<file path="src/rtl/mem_stage_pkg.sv">
// mem_stage_pkg: bus widths, stall codes, FSM encoding and access-size helpers for the MEM stage
package mem_stage_pkg;
  localparam int EX_TO_MEM_WD = 76;
  localparam int MEM_TO_WB_WD = 70;
  localparam logic STOP = 1'b1;
  localparam logic NO_STOP = 1'b0;
  localparam logic [1:0] SIZE_BYTE = 2'd0;
  localparam logic [1:0] SIZE_HALF = 2'd1;
  localparam logic [1:0] SIZE_WORD = 2'd2;
  typedef enum logic [1:0] {S_IDLE, S_REQ, S_WAIT, S_DONE} state_t;
  typedef struct packed {
    logic [31:0] pc;
    logic        ram_en;
    logic [3:0]  ram_wen;
    logic        sel_rf_res;
    logic        rf_we;
    logic [4:0]  rf_waddr;
    logic [31:0] result;
  } ex_bus_t;
  // load one-hot is {lb, lbu, lh, lhu, lw}, store one-hot is {sb, sh, sw}
  function automatic logic [1:0] f_size(input logic [4:0] ld, input logic [2:0] st);
    return (ld[0] | st[0]) ? SIZE_WORD : (ld[2] | ld[1] | st[1]) ? SIZE_HALF : SIZE_BYTE;
  endfunction
  function automatic logic f_misalign(input logic [1:0] size, input logic [1:0] addr);
    return ((size == SIZE_HALF) & addr[0]) | ((size == SIZE_WORD) & (|addr));
  endfunction
endpackage

</file>
<file path="src/rtl/mem_load_align.sv">
// mem_load_align: selects the addressed byte/half of a load word and sign/zero-extends it
module mem_load_align (
  input  logic [31:0] i_rdata,
  input  logic [1:0]  i_addr,
  input  logic [4:0]  i_load,
  output logic [31:0] o_data
);
  logic [7:0]  w_byte;
  logic [15:0] w_half;
  assign w_byte = i_rdata[{i_addr, 3'b000} +: 8];
  assign w_half = i_addr[1] ? i_rdata[31:16] : i_rdata[15:0];
  assign o_data = i_load[4] ? {{24{w_byte[7]}}, w_byte} :
                  i_load[3] ? {24'd0, w_byte} :
                  i_load[2] ? {{16{w_half[15]}}, w_half} :
                  i_load[1] ? {16'd0, w_half} : i_rdata;
endmodule

</file>
<file path="src/rtl/mem_stage.sv">
// mem_stage: MEM pipeline stage owning the data-side req/addr_ok/data_ok transaction and load alignment
module mem_stage
  import mem_stage_pkg::*;
(
  input  logic                    clk,
  input  logic                    resetn,
  input  logic [5:0]              stall,
  input  logic [EX_TO_MEM_WD-1:0] ex_to_mem_bus,
  input  logic [4:0]              load_sram_ex_data,
  input  logic [2:0]              store_sram_ex_data,
  input  logic [31:0]             store_data_ex,
  output logic                    data_req,
  output logic                    data_wr,
  output logic [1:0]              data_size,
  output logic [31:0]             data_addr,
  output logic [3:0]              data_wstrb,
  output logic [31:0]             data_wdata,
  input  logic                    data_addr_ok,
  input  logic                    data_data_ok,
  input  logic [31:0]             data_rdata,
  output logic                    stallreq_for_mem,
  output logic [MEM_TO_WB_WD-1:0] mem_to_wb_bus,
  output logic [37:0]             mem_to_id_bus
);
  ex_bus_t     w_in;
  ex_bus_t     r_bus;
  logic [4:0]  r_load;
  logic [2:0]  r_store;
  logic [31:0] r_rt;
  logic [31:0] r_rdata;
  state_t      r_state;
  logic        w_busy;
  logic        w_misalign;
  logic        w_we;
  logic [31:0] w_load_data;
  logic [31:0] w_wdata;
  logic        w_unused;
  assign w_in = ex_to_mem_bus;
  assign w_busy = (r_state == S_REQ) | (r_state == S_WAIT);
  always_ff @(posedge clk or negedge resetn) begin
    if (!resetn) begin
      r_bus   <= '0;
      r_load  <= '0;
      r_store <= '0;
      r_rt    <= '0;
      r_rdata <= '0;
      r_state <= S_IDLE;
    end else if (!w_busy && stall[3] == STOP && stall[4] == NO_STOP) begin
      r_bus   <= '0;
      r_load  <= '0;
      r_store <= '0;
      r_rt    <= '0;
      r_state <= S_IDLE;
    end else if (!w_busy && stall[3] == NO_STOP) begin
      r_bus   <= w_in;
      r_load  <= load_sram_ex_data;
      r_store <= store_sram_ex_data;
      r_rt    <= store_data_ex;
      r_state <= (w_in.ram_en && !f_misalign(f_size(load_sram_ex_data, store_sram_ex_data),
                 w_in.result[1:0])) ? S_REQ : S_IDLE;
    end else if (r_state == S_REQ && data_addr_ok) begin
      r_state <= S_WAIT;
    end else if (r_state == S_WAIT && data_data_ok) begin
      r_state <= S_DONE;
      r_rdata <= data_rdata;
    end
  end
  assign data_req = r_state == S_REQ;
  assign data_wr = |r_store;
  assign data_size = f_size(r_load, r_store);
  assign data_addr = r_bus.result;
  assign data_wstrb = r_store[2] ? 4'b0001 << r_bus.result[1:0] :
                      r_store[1] ? (r_bus.result[1] ? 4'b1100 : 4'b0011) :
                      r_store[0] ? 4'b1111 : 4'b0000;
  assign data_wdata = r_store[2] ? {4{r_rt[7:0]}} : r_store[1] ? {2{r_rt[15:0]}} : r_rt;
  assign stallreq_for_mem = w_busy;
  mem_load_align u_align (
    .i_rdata (r_rdata),
    .i_addr  (r_bus.result[1:0]),
    .i_load  (r_load),
    .o_data  (w_load_data)
  );
  // a misaligned access never issues, so its register write is squashed
  assign w_misalign = f_misalign(data_size, r_bus.result[1:0]);
  assign w_we = r_bus.rf_we & ~w_misalign;
  assign w_wdata = r_bus.sel_rf_res ? w_load_data : r_bus.result;
  assign mem_to_wb_bus = {r_bus.pc, w_we, r_bus.rf_waddr, w_wdata};
  assign mem_to_id_bus = {w_we & ~w_busy, r_bus.rf_waddr, w_wdata};
  assign w_unused = ^{r_bus.ram_wen, stall[5], stall[2:0]};
endmodule
</file>
<file path="config.mk">
export PLATFORM = sky130hd
export DESIGN_NAME = mem_stage
export DESIGN_NICKNAME = d
export VERILOG_FILES = /design/src/rtl/mem_stage_pkg.sv /design/src/rtl/mem_load_align.sv /design/src/rtl/mem_stage.sv
export SDC_FILE = /design/constraint.sdc
export NUM_CORES = 1
export LEC_CHECK = 0
export BUFFER_PORTS_ARGS = -buffer_cell sky130_fd_sc_hd__buf_2
export CORE_MARGIN = 2
export CORE_UTILIZATION = 40
export CTS_BUF_LIST = sky130_fd_sc_hd__clkbuf_16
export CTS_CLUSTER_DIAMETER = 30
export DETAILED_ROUTE_END_ITERATION = 16
export PLACE_DENSITY_LB_ADDON = 0.3
export SLEW_MARGIN = 20
export SYNTH_ARGS = -nofsm -noshare
export SYNTH_HDL_FRONTEND = slang
export SYNTH_SLANG_ARGS = --single-unit
</file>
<file path="constraint.sdc">
create_clock -name clk -period 2.25 [get_ports clk]
set_input_delay 0.225 -clock clk [delete_from_list [all_inputs] [get_ports clk]]
set_output_delay 0.225 -clock clk [all_outputs]
set_load 0.05 [all_outputs]
</file>
==> summary.txt, run 1 <==
Status
  • Outcome: finished, violations left
  • Violated checks: negative setup slack

Routing
  • Top layer in use: met5
  • WL met1: 9161 um
  • Vias per Instance: 5.180
  • Vias: 5,905
  • Met2 WL: 11,800 um
  • 1st-iter DRT viols: 255
  • # DRC: 0
  • Wire per inst: 19.96 um
  • DRT Wirelength: 22,760 um
  • Drt pass-1 iters: 5
  • DRT antenna net count: 0
  • Met3 wire length: 1552 um

Clocking
  • Clock Pin Slew Worst Setup and Hold Paths: 0.06 ns
  • CTS Root Buffer Type: clkbuf_16
  • Htree depth: 4
  • CTS Buf Count: 17
  • CTS tree: done
  • CTS Buffer Depth: 2
  • Clk Latency, worst-skew pair: 0.42 ns
  • Clock tree sinks: 145

Layout
  • Layout cells sized above 1: 51.66%
  • Area Overhead vs Synth: 31.18%
  • Layout fillers: 1,602
  • Commonest non-fill, non-tap cell in the layout: buf_2
  • Most frequent cells in the layout: buf_2, dfrtp_1, a22o_1
  • Layout Nets: 1,049

Critical path
  • Worst EP required: 2.03 ns
  • Worst stage delay on the critical path: 0.59 ns
  • CP cell instances: mux4_2 > nand2_8 > nand2_8 > o22a_1 > buf_6
  • Setup crit start kind: flip-flop
  • CP most frequent cell: nand2_8
  • CP arrival: 2.10 ns
  • Crit-path slowest cell: mux4_2
  • Worst Setup End Kind: primary output
  • Crit Path Class: reg -> out
  • CP max FO: 12
  • R2R Setup Slk: 0.48 ns

Logic synthesis
  • Post-synth EDFFs: 0
  • Yosys reg bits: 145
  • Mapped Nets: 832
  • Post-synth ARST share: 100.0%
  • Mapped Cells: 672
  • Synth Cell Area: 7531 sq um
  • Post-synthesis sequential area ratio: 48.18%
  • Yosys Warn Count: 0
  • Avg Cell Area, Syn: 11.21 sq um
  • Netlist cell types: 34
  • Main synth FF type: dfrtp_1

STA
  • RSZ-0062 raised after global routing: yes
  • Final setup vio count: 50
  • Slew HR: 67.40%
  • Final Max Tran Viols: 0
  • Slew @ Worst Pin: 0.4889 ns
  • F_max: 429.3 MHz
  • Tcrit/Tclk final: 103.5%
  • Post-layout min period: 2.329 ns
  • PnR worst setup slack: -0.07950 ns
  • Final Skew: 0.006010 ns
  • Setup TNS: -2.426 ns
  • Final hold violations: 0

Pwr
  • Peak supply drop: 0.4818 mV
  • Leakage power: 5.059 nW
  • PwrDens: 1152 nW/um^2

Global route
  • Largest net degree at the start of global routing: 103
  • Vias in the first global route: 5,933
  • Total grt overflow: 0
  • First-pass GRT wire length: 34,130 um
  • GRT Overall Usage: 22.56%
  • Antenna violations before repair: 4

Floorplanning
  • Die X: 141.2 um
  • Number of I/O pins: 339
  • Core Footprint: 18,580 sq um
  • Initial Util: 40.53%
  • Cell Rows: 50
  • Die area: 19,940 sq um
  • Die height: 141.2 um

Placement
  • Pre-CTS setup slack: 0.08280 ns
  • Placer's final routability congestion estimate: 0.7766
  • Port Buffers: 330
  • Dpl hpwl: 16,020 um

Job
  • Max Cap Viol: 0

Hold path
  • Hold Crit Class: in -> reg
-- worst max-delay path, delay by kind of cell (launching register included) --
| kind | cells | cell delay (ns) |
|---|---|---|
| mux | 1 | 0.59 |
| flops | 1 | 0.40 |
| compound gates | 1 | 0.28 |
| simple gates | 2 | 0.24 |
| buf+inv | 1 | 0.18 |
-- cell type report --
class | count | area [sq um] | area share (%)
clock buffer | 17 | 425.4 | 4.306
antenna | 4 | 10.01 | 0.1013
inverter | 13 | 48.80 | 0.4939
clock inverter | 15 | 157.7 | 1.596
multi-input combinational | 351 | 2892 | 29.27
tap | 234 | 292.8 | 2.964
timing repair buffer | 361 | 2417 | 24.47
sequential | 145 | 3636 | 36.80
-- cell families after synthesis --
family | share of synthesized area, %
DFF | 48.18
and+or+nand+nor | 4.336
adders and majority gates | 0.3322
muxes | 11.71
AOI/OAI and AO/OA | 20.09
buffers and inverters | 15.35
-- Yosys cell counts, types with 15 or more instances --
cell      instances  area [sq um]
o21ai_0          32         160.2
buf_2            15         75.07
a22o_1          101         884.6
o22a_1           24         210.2
buf_4           117         878.3
a21oi_1          19         95.09
mux2i_1          24         240.2
mux2_2           41         461.7
clkbuf_1         24         90.09
nand2_1          50         187.7
dfrtp_1         145          3628
-- routing by layer --
metal,vias up,global-route usage [%]
li1,2754,-
met2,240,39.78
met1,2885,27.30
met5,-,0
met3,22,6.827
met4,4,4.895
-- flip-flops by register name, indices dropped and copies added (netlist names) --
| name | flops |
|---|---|
| data_addr | 32 |
| mem_to_wb_bus | 32 |
| r_rdata | 32 |
| r_rt | 32 |
| mem_to_id_bus | 5 |
| r_load | 5 |
| r_store | 3 |
| r_bus | 2 |
| r_state | 2 |
-- path summary, 6_finish.rpt --
| kind | start | end | cells after the start |
|---|---|---|---|
| worst max-delay path | data_addr[1] | mem_to_wb_bus[19] | 5 |
| worst min-delay path | store_data_ex[8] | r_rt[8] | 3 |
| worst max register to register | r_state[0] | r_rdata[27] | 6 |
| worst min register to register | mem_to_wb_bus[42] | mem_to_wb_bus[42] | 1 |
| max in group asynchronous | resetn | r_bus[38] | 3 |
| min in group asynchronous | resetn | r_rdata[6] | 2 |
-- per-stage QoR --
stage / hold slack (ns) / power [mW] / utilization, % / cell area [sq um] / std cells
2_1_floorplan: -0.07059 / 7.290 / - / 7531 / 672
4_1_cts: 0.00006981 / 11.31 / 52.15 / 9689 / 1132
3_5_place_dp: 0.1950 / 8.053 / 46.51 / 8642 / 1093
5_1_grt: 0.005141 / 11.87 / 53.13 / 9872 / 1137
6_report: 0.01511 / 11.38 / 53.17 / 9879 / 1140
3_3_place_gp: 0.1955 / 8.022 / 46.51 / 8642 / 1093
-- power by group --
group / switching (mW) / total (mW) / internal, mW
sequential: 0.410 / 3.46 / 3.05
combinational: 3.42 / 5.10 / 1.68
clock: 1.18 / 2.82 / 1.65
total: 5.01 / 11.4 / 6.37
-- timing repair --
item	4_1_cts	5_1_grt
gates resized for setup	114	49
gates cloned	2	2
endpoints found under the hold margin	49	0
setup buffers	4	2
hold buffers	1	0
pin swaps	24	13
endpoints found under the setup margin	66	66
(Power assumes the default switching activity.)
==> run 2, diff against run 1 <==
--- a/config.mk
+++ b/config.mk
@@ -5,14 +5,13 @@
 export SDC_FILE = /design/constraint.sdc
 export NUM_CORES = 1
 export LEC_CHECK = 0
-export BUFFER_PORTS_ARGS = -buffer_cell sky130_fd_sc_hd__buf_2
+export BUFFER_PORTS_ARGS = -buffer_cell sky130_fd_sc_hd__buf_4
 export CORE_MARGIN = 2
 export CORE_UTILIZATION = 40
 export CTS_BUF_LIST = sky130_fd_sc_hd__clkbuf_16
 export CTS_CLUSTER_DIAMETER = 30
 export DETAILED_ROUTE_END_ITERATION = 16
 export PLACE_DENSITY_LB_ADDON = 0.3
-export SLEW_MARGIN = 20
 export SYNTH_ARGS = -nofsm -noshare
 export SYNTH_HDL_FRONTEND = slang
 export SYNTH_SLANG_ARGS = --single-unit
==> summary.txt, run 2 (synthesized netlist as in run 1, its figures left out) <==
Status
  • Outcome: finished, violations left
  • Violated checks: negative setup slack

Clocking
  • Clock tree sinks: 145
  • CTS Buf Count: 17
  • CTS tree: done
  • CTS Buffer Depth: 2
  • Htree depth: 4
  • Clk Latency, worst-skew pair: 0.42 ns
  • CTS Root Buffer Type: clkbuf_16
  • Clock Pin Slew Worst Setup and Hold Paths: 0.06 ns

Hold path
  • Worst Hold Path Cells: 3
  • WHS Endpoint: r_rt[8]
  • Hold Crit Start: store_data_ex[8]
  • Hold Crit Class: in -> reg

Floorplanning
  • Cell Rows: 50
  • Core Footprint: 18,580 sq um
  • Die height: 141.2 um
  • Number of I/O pins: 339
  • Die area: 19,940 sq um
  • Die X: 141.2 um
  • Initial Util: 40.53%

Critical path
  • Crit Path Class: reg -> out
  • FF-to-FF Start: r_state[0]
  • Worst r2r path cells: 6
  • R2R Setup Slk: 0.50 ns
  • CP arrival: 2.08 ns
  • Worst EP required: 2.03 ns
  • Reg-to-reg endpoint: r_rdata[1]
  • Setup crit start kind: flip-flop
  • Worst Setup End Kind: primary output
  • CP max FO: 6

Routing
  • DRT Wirelength: 23,170 um
  • 1st-iter DRT viols: 295
  • Vias per Instance: 5.308
  • Vias: 6,030
  • Wire per inst: 20.39 um
  • # DRC: 0
  • Drt pass-1 iters: 6
  • DRT antenna net count: 0

STA
  • Post-layout min period: 2.301 ns
  • Final Skew: 0.007681 ns
  • F_max: 434.6 MHz
  • Final hold violations: 0
  • Final setup vio count: 55
  • Slew @ Worst Pin: 0.7174 ns
  • Slew HR: 52.18%
  • PnR worst setup slack: -0.05071 ns
  • RSZ-0062 raised after global routing: yes
  • Tcrit/Tclk final: 102.3%
  • Final Max Tran Viols: 0

Layout
  • Commonest non-fill, non-tap cell in the layout: buf_4
  • Layout cells sized above 1: 51.00%
  • Layout Nets: 1,049
  • Final Util: 56.46%
  • Area Overhead vs Synth: 39.29%
  • Diode count: 0
  • Most frequent cells in the layout: buf_4, dfrtp_1, a22o_1

Placement
  • Pre-CTS setup slack: 0.2159 ns
  • Port Buffers: 330
  • Placer's final routability congestion estimate: 0.8180
  • Dpl hpwl: 16,590 um

Job
  • Max Cap Viol: 0

Global route
  • Antenna violations before repair: 0
  • GRT Overall Usage: 23.03%
  • First-pass GRT wire length: 34,960 um
  • Vias in the first global route: 6,118
  • Total grt overflow: 0
  • Largest net degree at the start of global routing: 103

Pwr
  • PwrDens: 1115 nW/um^2
  • Overall Power: 11.70 mW
  • Leakage power: 5.224 nW
  • Peak supply drop: 0.5464 mV
-- run 2: cell types whose count changed in the layout (fill, tap and decap cells not counted), moves of 2 or more --
cell           previous run  this run
buf_4                    20       297
buf_2                   264         0
buf_6                    66        49
dlygate4sd3_1             1         6
diode_2                   4         0
clkinvlp_4                3         1
o22a_1                   20        18
o22a_4                    4         6
-- run 2: timing repair --
| action | CTS | global route |
|---|---|---|
| pin swaps | 30 | 0 |
| hold buffers | 6 | 0 |
| endpoints found under the setup margin | 64 | 66 |
| setup buffers | 3 | 1 |
| resized for setup | 59 | 14 |
| endpoints found under the hold margin | 79 | 0 |
| gates cloned | 4 | 0 |
-- run 2: layout make-up --
cell class | count | area [sq um]
tap | 234 | 292.8
clock buffer | 17 | 425.4
timing repair buffer | 360 | 2997
multi-input combinational | 352 | 2910
clock inverter | 15 | 181.4
sequential | 145 | 3635
inverter | 13 | 48.80
fill | 1647 | 8090
-- run 2: how the worst max path moves through the flow --
| stage | from | to | slack, ns | depth (start not counted) |
|---|---|---|---|---|
| final | r_rdata[31] | mem_to_id_bus[19] | -0.05 | 5 |
| after detailed placement | data_addr[1] | mem_to_wb_bus[31] | 0.22 | 5 |
| after global routing | r_rdata[31] | mem_to_wb_bus[16] | -0.13 | 5 |
| after floorplan | data_addr[1] | data_wstrb[3] | 0.05 | 4 |
| after global placement | r_load[4] | mem_to_id_bus[18] | 0.23 | 4 |
| after CTS | r_rdata[31] | mem_to_wb_bus[15] | -0.07 | 5 |
-- run 2: through the flow --
stage | hold WS, ns | cells | setup TNS, ns | instance area [sq um]
floorplan | -0.07059 | 672 | 0 | 7531
global placement | 0.3049 | 1090 | 0 | 9443
detailed placement | 0.2998 | 1090 | 0 | 9443
CTS | 0.0007309 | 1135 | -2.811 | 10430
global route | 0.003576 | 1136 | -5.829 | 10490
finish | 0.01514 | 1136 | -1.400 | 10490
-- run 2: routing by layer --
metal / GRT usage (%) / up-vias / wire length, um
met3: 7.779 / 19 / 1970
met1: 27.45 / 3006 / 8848
li1: - / 2745 / -
met2: 40.55 / 260 / 12070
met5: 0 / - / 0
met4: 4.789 / 0 / 277
-- run 2: critical path, cell delays in order (launching register included) --
cell	delay, ns
dfrtp_1	0.42
mux4_2	0.56
nand2_8	0.16
nand2_8	0.10
o22a_1	0.21
buf_4	0.20
-- run 2: power by group --
group / total, mW / internal (mW) / switching [mW]
clock: 2.93 / 1.76 / 1.17
sequential: 3.47 / 3.05 / 0.425
combinational: 5.30 / 1.88 / 3.41
total: 11.7 / 6.69 / 5.01
==> run 3, diff against run 2 <==
--- a/config.mk
+++ b/config.mk
@@ -12,6 +12,7 @@
 export CTS_CLUSTER_DIAMETER = 30
 export DETAILED_ROUTE_END_ITERATION = 16
 export PLACE_DENSITY_LB_ADDON = 0.3
+export REMOVE_ABC_BUFFERS = 1
 export SYNTH_ARGS = -nofsm -noshare
 export SYNTH_HDL_FRONTEND = slang
 export SYNTH_SLANG_ARGS = --single-unit
==> summary.txt, run 3 (synthesized netlist as in run 1, its figures left out) <==
Status
  • Outcome: finished, violations left
  • Violated checks: negative setup slack

Clocking
  • Clock Pin Slew Worst Setup and Hold Paths: 0.06 ns
  • CTS Root Buffer Type: clkbuf_16
  • Clock tree sinks: 145
  • CTS Buf Count: 17
  • CTS Buffer Depth: 2
  • CTS tree: done
  • Clk Latency, worst-skew pair: 0.42 ns
  • Htree depth: 4

Critical path
  • Setup crit start kind: flip-flop
  • Critical Path Source: data_addr[1]
  • CP max FO: 6
  • Worst Setup End Kind: primary output
  • Crit Path Class: reg -> out
  • CP arrival: 2.11 ns
  • Worst EP required: 2.03 ns
  • FF-to-FF Start: r_state[0]

Floorplanning
  • Die height: 141.2 um
  • Initial Util: 40.53%
  • Number of I/O pins: 339
  • Core Footprint: 18,580 sq um
  • Die X: 141.2 um
  • Die area: 19,940 sq um
  • Cell Rows: 50

Global route
  • Total grt overflow: 0
  • GRT Overall Usage: 21.47%
  • Largest net degree at the start of global routing: 103
  • First-pass GRT wire length: 33,170 um
  • Vias in the first global route: 5,982
  • Antenna violations before repair: 0

STA
  • Slew HR: 66.86%
  • RSZ-0062 raised after global routing: yes
  • Final Max Tran Viols: 0
  • Tcrit/Tclk final: 103.6%
  • Final hold violations: 0
  • F_max: 429.0 MHz
  • Slew @ Worst Pin: 0.4971 ns
  • Setup TNS: -2.705 ns
  • Post-layout min period: 2.331 ns
  • Worst Hold Margin: 0.01940 ns
  • PnR worst setup slack: -0.08096 ns
  • Final Skew: 0.01003 ns
  • Final setup vio count: 62

Pwr
  • Overall Power: 11.49 mW
  • Leakage power: 5.229 nW
  • Part of the power in registers: 29.8%
  • Sw Share: 43.41%
  • PwrDens: 1094 nW/um^2
  • NetSw: 4.987 mW
  • Peak supply drop: 0.4793 mV
  • Clock power share: 23.7%
  • Comb pwr share: 46.5%
  • Internal: 6.502 mW

Placement
  • Dpl hpwl: 14,760 um
  • Placer's final routability congestion estimate: 0.8203
  • Placed cells: 1,091
  • Port Buffers: 330
  • Pre-CTS setup slack: 0.09887 ns
  • Placed Area: 9425 sq um

Routing
  • Drt pass-1 iters: 4
  • DRT antenna net count: 0
  • DRT Wirelength: 22,000 um
  • Vias per Instance: 5.292
  • Vias: 6,022
  • Wire per inst: 19.33 um
  • # DRC: 0
  • 1st-iter DRT viols: 230

Layout
  • Area of the multi-input gates: 2887 sq um
  • Cell area after layout: 10,500 sq um
  • Final Util: 56.51%
  • Post-Layout Cell Count: 1,138
  • Layout Nets: 1,051
  • Most frequent cells in the layout: buf_4, dfrtp_1, a22o_1
  • Register area: 3630 sq um
  • Area Overhead vs Synth: 39.43%
  • Diode count: 0
  • Commonest non-fill, non-tap cell in the layout: buf_4
  • Layout fillers: 1,615
  • Layout cells sized above 1: 50.44%

Hold path
  • Hold Crit Start: store_data_ex[14]
  • Hold Crit Class: in -> reg

Job
  • Max Cap Viol: 0
[run 3: cell types whose count changed in the layout (fill, tap and decap cells not counted), sizes merged]
cell         change
dlygate4sd3      -3
clkinv           +2
bufinv           -2
clkbuf           +1
clkinvlp         +2
inv              -2
buf              +4
[run 3: what timing repair did]
item / CTS / global route
resized for setup: 68 / 16
buffers inserted: 9 / 0
hold buffers: 3 / 0
endpoints found under the setup margin: 64 / 66
endpoints found under the hold margin: 49 / 0
pin swaps: 23 / 4
cloned: 3 / 1
[run 3: area by class of cell]
cell class	instances	area share [%]
clock buffer	17	4.051
clock inverter	15	1.311
inverter	13	0.4647
multi-input combinational	352	27.49
sequential	145	34.57
tap	234	2.788
timing repair buffer	362	29.33
[run 3: final timing paths]
| path | to | slack, ns | cells past startpoint |
|---|---|---|---|
| hold / removal | r_rt[14] | 0.02 | 3 |
| setup / recovery | mem_to_wb_bus[12] | -0.08 | 5 |
| max in group asynchronous | r_bus[38] | 1.29 | 3 |
| hold reg to reg | mem_to_wb_bus[61] | 0.50 | 1 |
| min in group asynchronous | r_rt[21] | 0.32 | 2 |
| setup reg to reg | r_state[0] | 0.42 | 7 |
[run 3: power groups by stage]
stage	Clock (mW)	Sequential, mW	Combinational (mW)
final	2.72	3.42	5.34
after global routing	2.91	3.47	5.58
after CTS	2.78	3.41	5.32
after detailed placement	0	3.43	5.00
after global placement	0	3.42	4.96
after floorplan	0	4.12	2.61
[run 3: metal layers]
metal	part of all wire (%)	GRT usage, %
met4	1.8	6.368
met2	48	34.80
met3	8.6	7.303
met5	0	0
met1	41	27.35
[run 3: worst max-delay path, cell delays in order (launching register included)]
cell and delay, ns:
dfrtp_1 0.39, mux4_2 0.60, nand2_8 0.17, nand2_8 0.11, o22a_1 0.25, buf_6 0.17
